===== src/rtl/rf_wb_sched.sv =====
// Register-file write-port scheduler: per-register busy scoreboard with issue hazard
// stall, plus round-robin arbitration of two writeback sources into a registered write port.
module rf_wb_sched #(
  parameter int RF_SIZE_LOG = 2,
  parameter int REG_LEN     = 4
) (
  input  logic                          clk,
  input  logic                          rst_n,
  input  logic                          issue_valid,
  output logic                          issue_ready,
  input  logic                          issue_wen,
  input  logic [RF_SIZE_LOG-1:0]        issue_rd,
  input  logic                          issue_use1,
  input  logic [RF_SIZE_LOG-1:0]        issue_rs1,
  input  logic                          issue_use2,
  input  logic [RF_SIZE_LOG-1:0]        issue_rs2,
  input  logic                          wb0_valid,
  output logic                          wb0_ready,
  input  logic [RF_SIZE_LOG-1:0]        wb0_rd,
  input  logic [REG_LEN-1:0]            wb0_data,
  input  logic                          wb1_valid,
  output logic                          wb1_ready,
  input  logic [RF_SIZE_LOG-1:0]        wb1_rd,
  input  logic [REG_LEN-1:0]            wb1_data,
  output logic                          rf_wen,
  output logic [RF_SIZE_LOG-1:0]        rf_rd,
  output logic [REG_LEN-1:0]            rf_rd_data,
  output logic [(1<<RF_SIZE_LOG)-1:0]   busy,
  output logic                          err
);

  localparam int RF_SIZE = 1 << RF_SIZE_LOG;

  logic [RF_SIZE-1:0]     busy_q, busy_d;
  logic                   rf_wen_q, rf_wen_d;
  logic [RF_SIZE_LOG-1:0] rf_rd_q, rf_rd_d;
  logic [REG_LEN-1:0]     rf_data_q, rf_data_d;
  logic                   rr_last_q, rr_last_d;
  logic                   err_q, err_d;

  logic                   hz;
  logic                   xfer;
  logic                   issue_set;
  logic [RF_SIZE_LOG-1:0] wr_rd;
  logic [REG_LEN-1:0]     wr_data;

  always_comb begin
    hz = (issue_wen  & busy_q[issue_rd])
       | (issue_use1 & busy_q[issue_rs1])
       | (issue_use2 & busy_q[issue_rs2]);
    issue_ready = !hz;
    issue_set   = issue_valid & issue_ready & issue_wen;

    // rr_last_q=1 means wb1 won last, so wb0 takes the next tie
    wb0_ready = rst_n & wb0_valid & (!wb1_valid | rr_last_q);
    wb1_ready = rst_n & wb1_valid & (!wb0_valid | !rr_last_q);
    xfer      = wb0_ready | wb1_ready;
    wr_rd     = wb1_ready ? wb1_rd   : wb0_rd;
    wr_data   = wb1_ready ? wb1_data : wb0_data;

    rf_wen_d  = xfer;
    rf_rd_d   = xfer ? wr_rd   : rf_rd_q;
    rf_data_d = xfer ? wr_data : rf_data_q;
    rr_last_d = xfer ? wb1_ready : rr_last_q;

    // clear at commit first so a simultaneous set of the same register wins
    busy_d = busy_q;
    if (rf_wen_q)  busy_d[rf_rd_q]  = 1'b0;
    if (issue_set) busy_d[issue_rd] = 1'b1;

    err_d = err_q
          | (xfer & !busy_q[wr_rd])
          | (wb0_valid & wb1_valid & (wb0_rd == wb1_rd))
          | (issue_set & rf_wen_q & (issue_rd == rf_rd_q));
  end

  always_ff @(posedge clk or negedge rst_n) begin
    if (!rst_n) begin
      busy_q    <= '0;
      rf_wen_q  <= 1'b0;
      rf_rd_q   <= '0;
      rf_data_q <= '0;
      rr_last_q <= 1'b1;
      err_q     <= 1'b0;
    end else begin
      busy_q    <= busy_d;
      rf_wen_q  <= rf_wen_d;
      rf_rd_q   <= rf_rd_d;
      rf_data_q <= rf_data_d;
      rr_last_q <= rr_last_d;
      err_q     <= err_d;
    end
  end

  assign rf_wen     = rf_wen_q;
  assign rf_rd      = rf_rd_q;
  assign rf_rd_data = rf_data_q;
  assign busy       = busy_q;
  assign err        = err_q;

endmodule


===== config.mk =====
export PLATFORM = sky130hd
export DESIGN_NAME = rf_wb_sched
export DESIGN_NICKNAME = d
export VERILOG_FILES = /design/src/rtl/rf_wb_sched.sv
export SDC_FILE = /design/constraint.sdc
export NUM_CORES = 1
export LEC_CHECK = 0
export ABC_AREA = 1
export BUFFER_PORTS_ARGS = -buffer_cell sky130_fd_sc_hd__buf_4
export CAP_MARGIN = 5
export CORE_UTILIZATION = 35
export CTS_CLUSTER_SIZE = 16
export DETAILED_ROUTE_END_ITERATION = 16
export PLACE_DENSITY = 0.72
export SLEW_MARGIN = 25
export SYNTH_ARGS = -nofsm -noshare
export SYNTH_HDL_FRONTEND = slang
export SYNTH_SLANG_ARGS = --single-unit

===== constraint.sdc =====
create_clock -name clk -period 2.8 [get_ports clk]
set_input_delay 0.28 -clock clk [delete_from_list [all_inputs] [get_ports clk]]
set_output_delay 0.28 -clock clk [all_outputs]
set_load 0.02 [all_outputs]

# After elaboration in Yosys (flattened, before gate mapping)
# Cells that the tools add are included.
op_classes:
  n_lt_le_gt_ge: 7
  eq_ne: 2
  n_mux: 16
  bitwise_logic: 25
  n_reduce_logical: 7
op_table:
  columns: ["op", "count"]
  rows:
  - ["< comparator 2 x 3 -> 1 bit, second input constant", 5]
  - ["bitwise AND 1 bit", 14]
  - ["two-way mux 4 bit", 3]
  - ["binary-select mux 1 bit (select 2 bit)", 4]
  - ["bitwise OR 1 bit", 8]
  - ["two-way mux 1 bit", 6]
  - ["zero test 1 bit", 5]
  - ["bitwise AND 4 bit", 1]
  - ["demux 1 bit (select 2 bit)", 2]
  - ["== test 2 bit", 2]
  - ["greater-or-equal comparator 2 x 1 -> 1 bit, second input constant", 2]
  - ["NOT 4 bit", 1]
  - ["bitwise OR 4 bit", 1]
  - ["logical AND 1 bit", 2]
  - ["two-way mux 2 bit", 1]
word_totals:
  register_bits: 13
  inputBits: 26
  output_inout_bits: 15
  elab_cells: 63

# Logic depth before layout (Yosys ltp)
depth:
  word_depth: 11
  depth_mapped: 10
  mapped_depth_nobuf: 10

# Least setup slack after synthesis
# Ideal clock, no wire load.
synth_path:
  kind: "register to output"
  start: "register rr_last_q"
  end: "output wb0_ready"
  arrival_ns: 1.084
  t_required_ns: 2.520
  setup_slack_ns: 1.436
  stages_incl_launch_ff: 3
  n_path_buf: 0
  path_cell_list: "dfstp_2 > inv_1 > a211oi_1"
synth_between:
  elab_chain_len: 2
synth_lines:
  columns: ["item", "line_no", "source"]
  rows:
  - ["start, declared", "38", "logic rr_last_q, rr_last_d;"]
  - ["start signal, assigned", "90", "rr_last_q <= rr_last_d;"]
  - ["bitwise OR 1 bit", "55", "wb0_ready = rst_n & wb0_valid & (!wb1_valid | rr_last_q);"]
  - ["bitwise AND 1 bit", "55", null]
  - ["end, declared", "18", "output logic wb0_ready,"]
# Every way passes these cells.

# Worst setup path in the final report
layout_path:
  start: "input rst_n"
  end: "output wb1_ready"
layout_between:
  elab_chain_len: 2
layout_lines:
  columns: ["item", "line_no", "source"]
  rows:
  - ["start, declared", "8", "input logic rst_n,"]
  - ["bitwise AND 1 bit (2 in a row)", "56", "wb1_ready = rst_n & wb1_valid & (!wb0_valid | !rr_last_q);"]
  - ["end, declared", "22", "output logic wb1_ready,"]
# Every way passes these cells.

==> metrics.txt <==
status finished clean; via count 985; Period minus WS final 1.95 ns; CTS tree built; vias per inst between 4 and 5; Initial Util 0.382; Reg clk slew, reported paths approximately 0.08 ns; wire per inst 11.0 um; Yosys cell types 21; RSZ-0062 raised after global routing false; worst hold path depth 3; synth warn 0; Final HPWL DP 1740 um; H-tree depth 1; Hold Path End rf_rd_data[2]; Leakage roughly 0.00066 uW; largest net degree at the start of global routing 16; clock share of power 0.172; Syn Inst Count about 130; proportion of layout cells with a drive suffix above 1 0.322; Core ar. 2250 sq um; R2R setup slack 1.42 ns; vias in the first global route 880; RR Endpoint err; reg2reg start rr_last_q; Seq pwr share 0.405; main combinational cell family by area after synthesis simple AND/OR/NAND/NOR gates; Area after DPL 1190 sq um; Final Instance Count excl. Fillers 199; Switching Fraction 0.400; Top Usage Layer GRT met2; Post-Syn Nets 153; fin. max-slew vios 0; nets 198; post-synthesis sequential area ratio 0.379; most frequent cells in the layout 42 x nand2_1, 40 x buf_4, 16 x inv_1; synthesized-area fraction occupied by adder cells 0; total CTS buffers 3; finished layout cell area 1230 sq um; r2r worst-path depth 8; dominant synthesized flop cell dfrtp_1; Post-Route WL 2190 um; total grt overflow 0; Final GP Congestion 0.843; Total GRT Usage 0.186; final setup TNS 0 ns; Util after Layout 0.544; post-synthesis compound-gate area fraction 0.158; met1 Usage GRT 0.229; Cell Int Power about 410 uW; P&R area growth vs syn 42.6%; Final Cycle Share 0.696; commonest non-fill, non-tap cell in the layout nand2_1; chip width just over 50 um; Crit. End Element output pin; Comb pwr share 0.423; first-pass GRT wire length around 3600 um; Cell Pwr Density 554 nW/um^2; relative slew slack 0.762; clock buffer depth 2; row count 17; die area roughly 2700 sq um; IO buf count 40; Tightest Hold Check Type primary input to flop; number of diodes 0; worst-margin pin slew 0.356 ns; die span in y 51.6 um; initial antenna violation count 0; max frequency 0.513 GHz; met3 Use GR 0.0263; worst vdd ir 359 uV; worst-path fanout max 15; Synth Area in XOR/XNOR 0.0102; Req. time, crit path approximately 2.5 ns; Async SR Flop Fraction 1.00; CTS root buf clkbuf_4; Sw Pwr between 200 and 300 uW; DP Cell Count 194; Synth Area in Simple Gates 0.359; DRT Pass-1 Iters 4; Routed Antenna Nets 0; drt drc 0; IO Pins 41; EDFF count, synth 0; Hold Fails Final Rpt 0; met2 usage 0.316; Avg Cell Area, Syn 6.78 sq um; WP data arrival 1.67 ns; CP startpoint kind primary input; register bit total from synthesis 13; DRT iter0 DRCs 9; Pwr Total 680 uW; Post-Synthesis Cell Area 861 sq um; hold_sp wb1_data[2]; # setup viols final 0; mux share of post-synthesis cell area 0; Worst-Skew Late Latency 0.28 ns; Fin Clk Skew 0.00582 ns; critical path class primary input to output pin; Max-Cap Viols 0; CTS sink count 13
-- repair_timing --
item,in CTS,in global routing
hold endpoints to repair,12,0
resized for setup,0,0
setup buffers,0,0
hold buffers,1,0
-- metrics by stage --
step	setup slack (ns)	hold WS [ns]
floorplan	1.44	-0.0156
global placement	1.38	0.137
detailed placement	1.33	0.144
CTS	0.834	0.256
global route	0.715	0.273
finish	0.850	0.256
-- flip-flops by register name, summed over array words and instances (netlist names) --
name / flops
err: 1
rf_wen: 1
rf_rd: 2
rf_rd_data: 4
rr_last_q: 1
busy: 4
-- cells by family (layout without fill, tap and decap cells) --
logic type,count (synthesis),count (layout)
simple gates,68,68
compound gates,24,24
buf+inv,21,65
flops,13,13
xor+xnor,1,1
-- cell type report --
cell class,instances,area [sq um]
clock buffer,4,26.3
inverter,20,75.1
tap,28,35.0
sequential,13,327
fill,230,1030
multi-input combinational,93,454
timing repair buffer,41,310
-- critical path, stage by stage --
cell	delay, ns
dlygate4sd3_1	0.53
buf_4	0.22
nand2_1	0.12
inv_2	0.09
nand2_2	0.14
inv_2	0.14
buf_4	0.15
-- per-layer routing --
metal | vias up | part of all wire
met5 | - | 0
met3 | 6 | 0.070
met2 | 41 | 0.45
li1 | 499 | -
met4 | 0 | 0.019
met1 | 439 | 0.45
-- Yosys cell counts, types with 2 or more instances --
| library cell | count | area [sq um] |
|---|---|---|
| nand2_1 | 42 | 158 |
| dfrtp_1 | 12 | 300 |
| o21ai_2 | 2 | 17.5 |
| nand3_1 | 14 | 70.1 |
| a21oi_1 | 2 | 10.0 |
| nor2_1 | 5 | 18.8 |
| inv_1 | 16 | 60.1 |
| o21ai_0 | 5 | 25.0 |
| o21ai_1 | 11 | 55.1 |
| nand3_2 | 3 | 30.0 |
| nand3b_1 | 2 | 15.0 |
| inv_2 | 4 | 15.0 |
-- power groups by stage --
stage / Sequential (uW) / Clock (uW) / Combinational (uW)
floorplan: 305 / 0 / 127
global placement: 281 / 0 / 282
detailed placement: 280 / 0 / 288
CTS: 277 / 120 / 290
global route: 283 / 128 / 320
finish: 276 / 117 / 288
-- how the worst max path moves through the flow --
stage | startpoint | endpoint | slack [ns] | cells past startpoint
floorplan | rr_last_q | wb0_ready | 1.44 | 2
global route | rst_n | wb1_ready | 0.72 | 7
CTS | rst_n | wb1_ready | 0.83 | 7
global placement | rst_n | err | 1.38 | 10
detailed placement | rst_n | err | 1.33 | 10
finish | rst_n | wb1_ready | 0.85 | 7
Note: power is estimated with default switching activity, not from simulation.
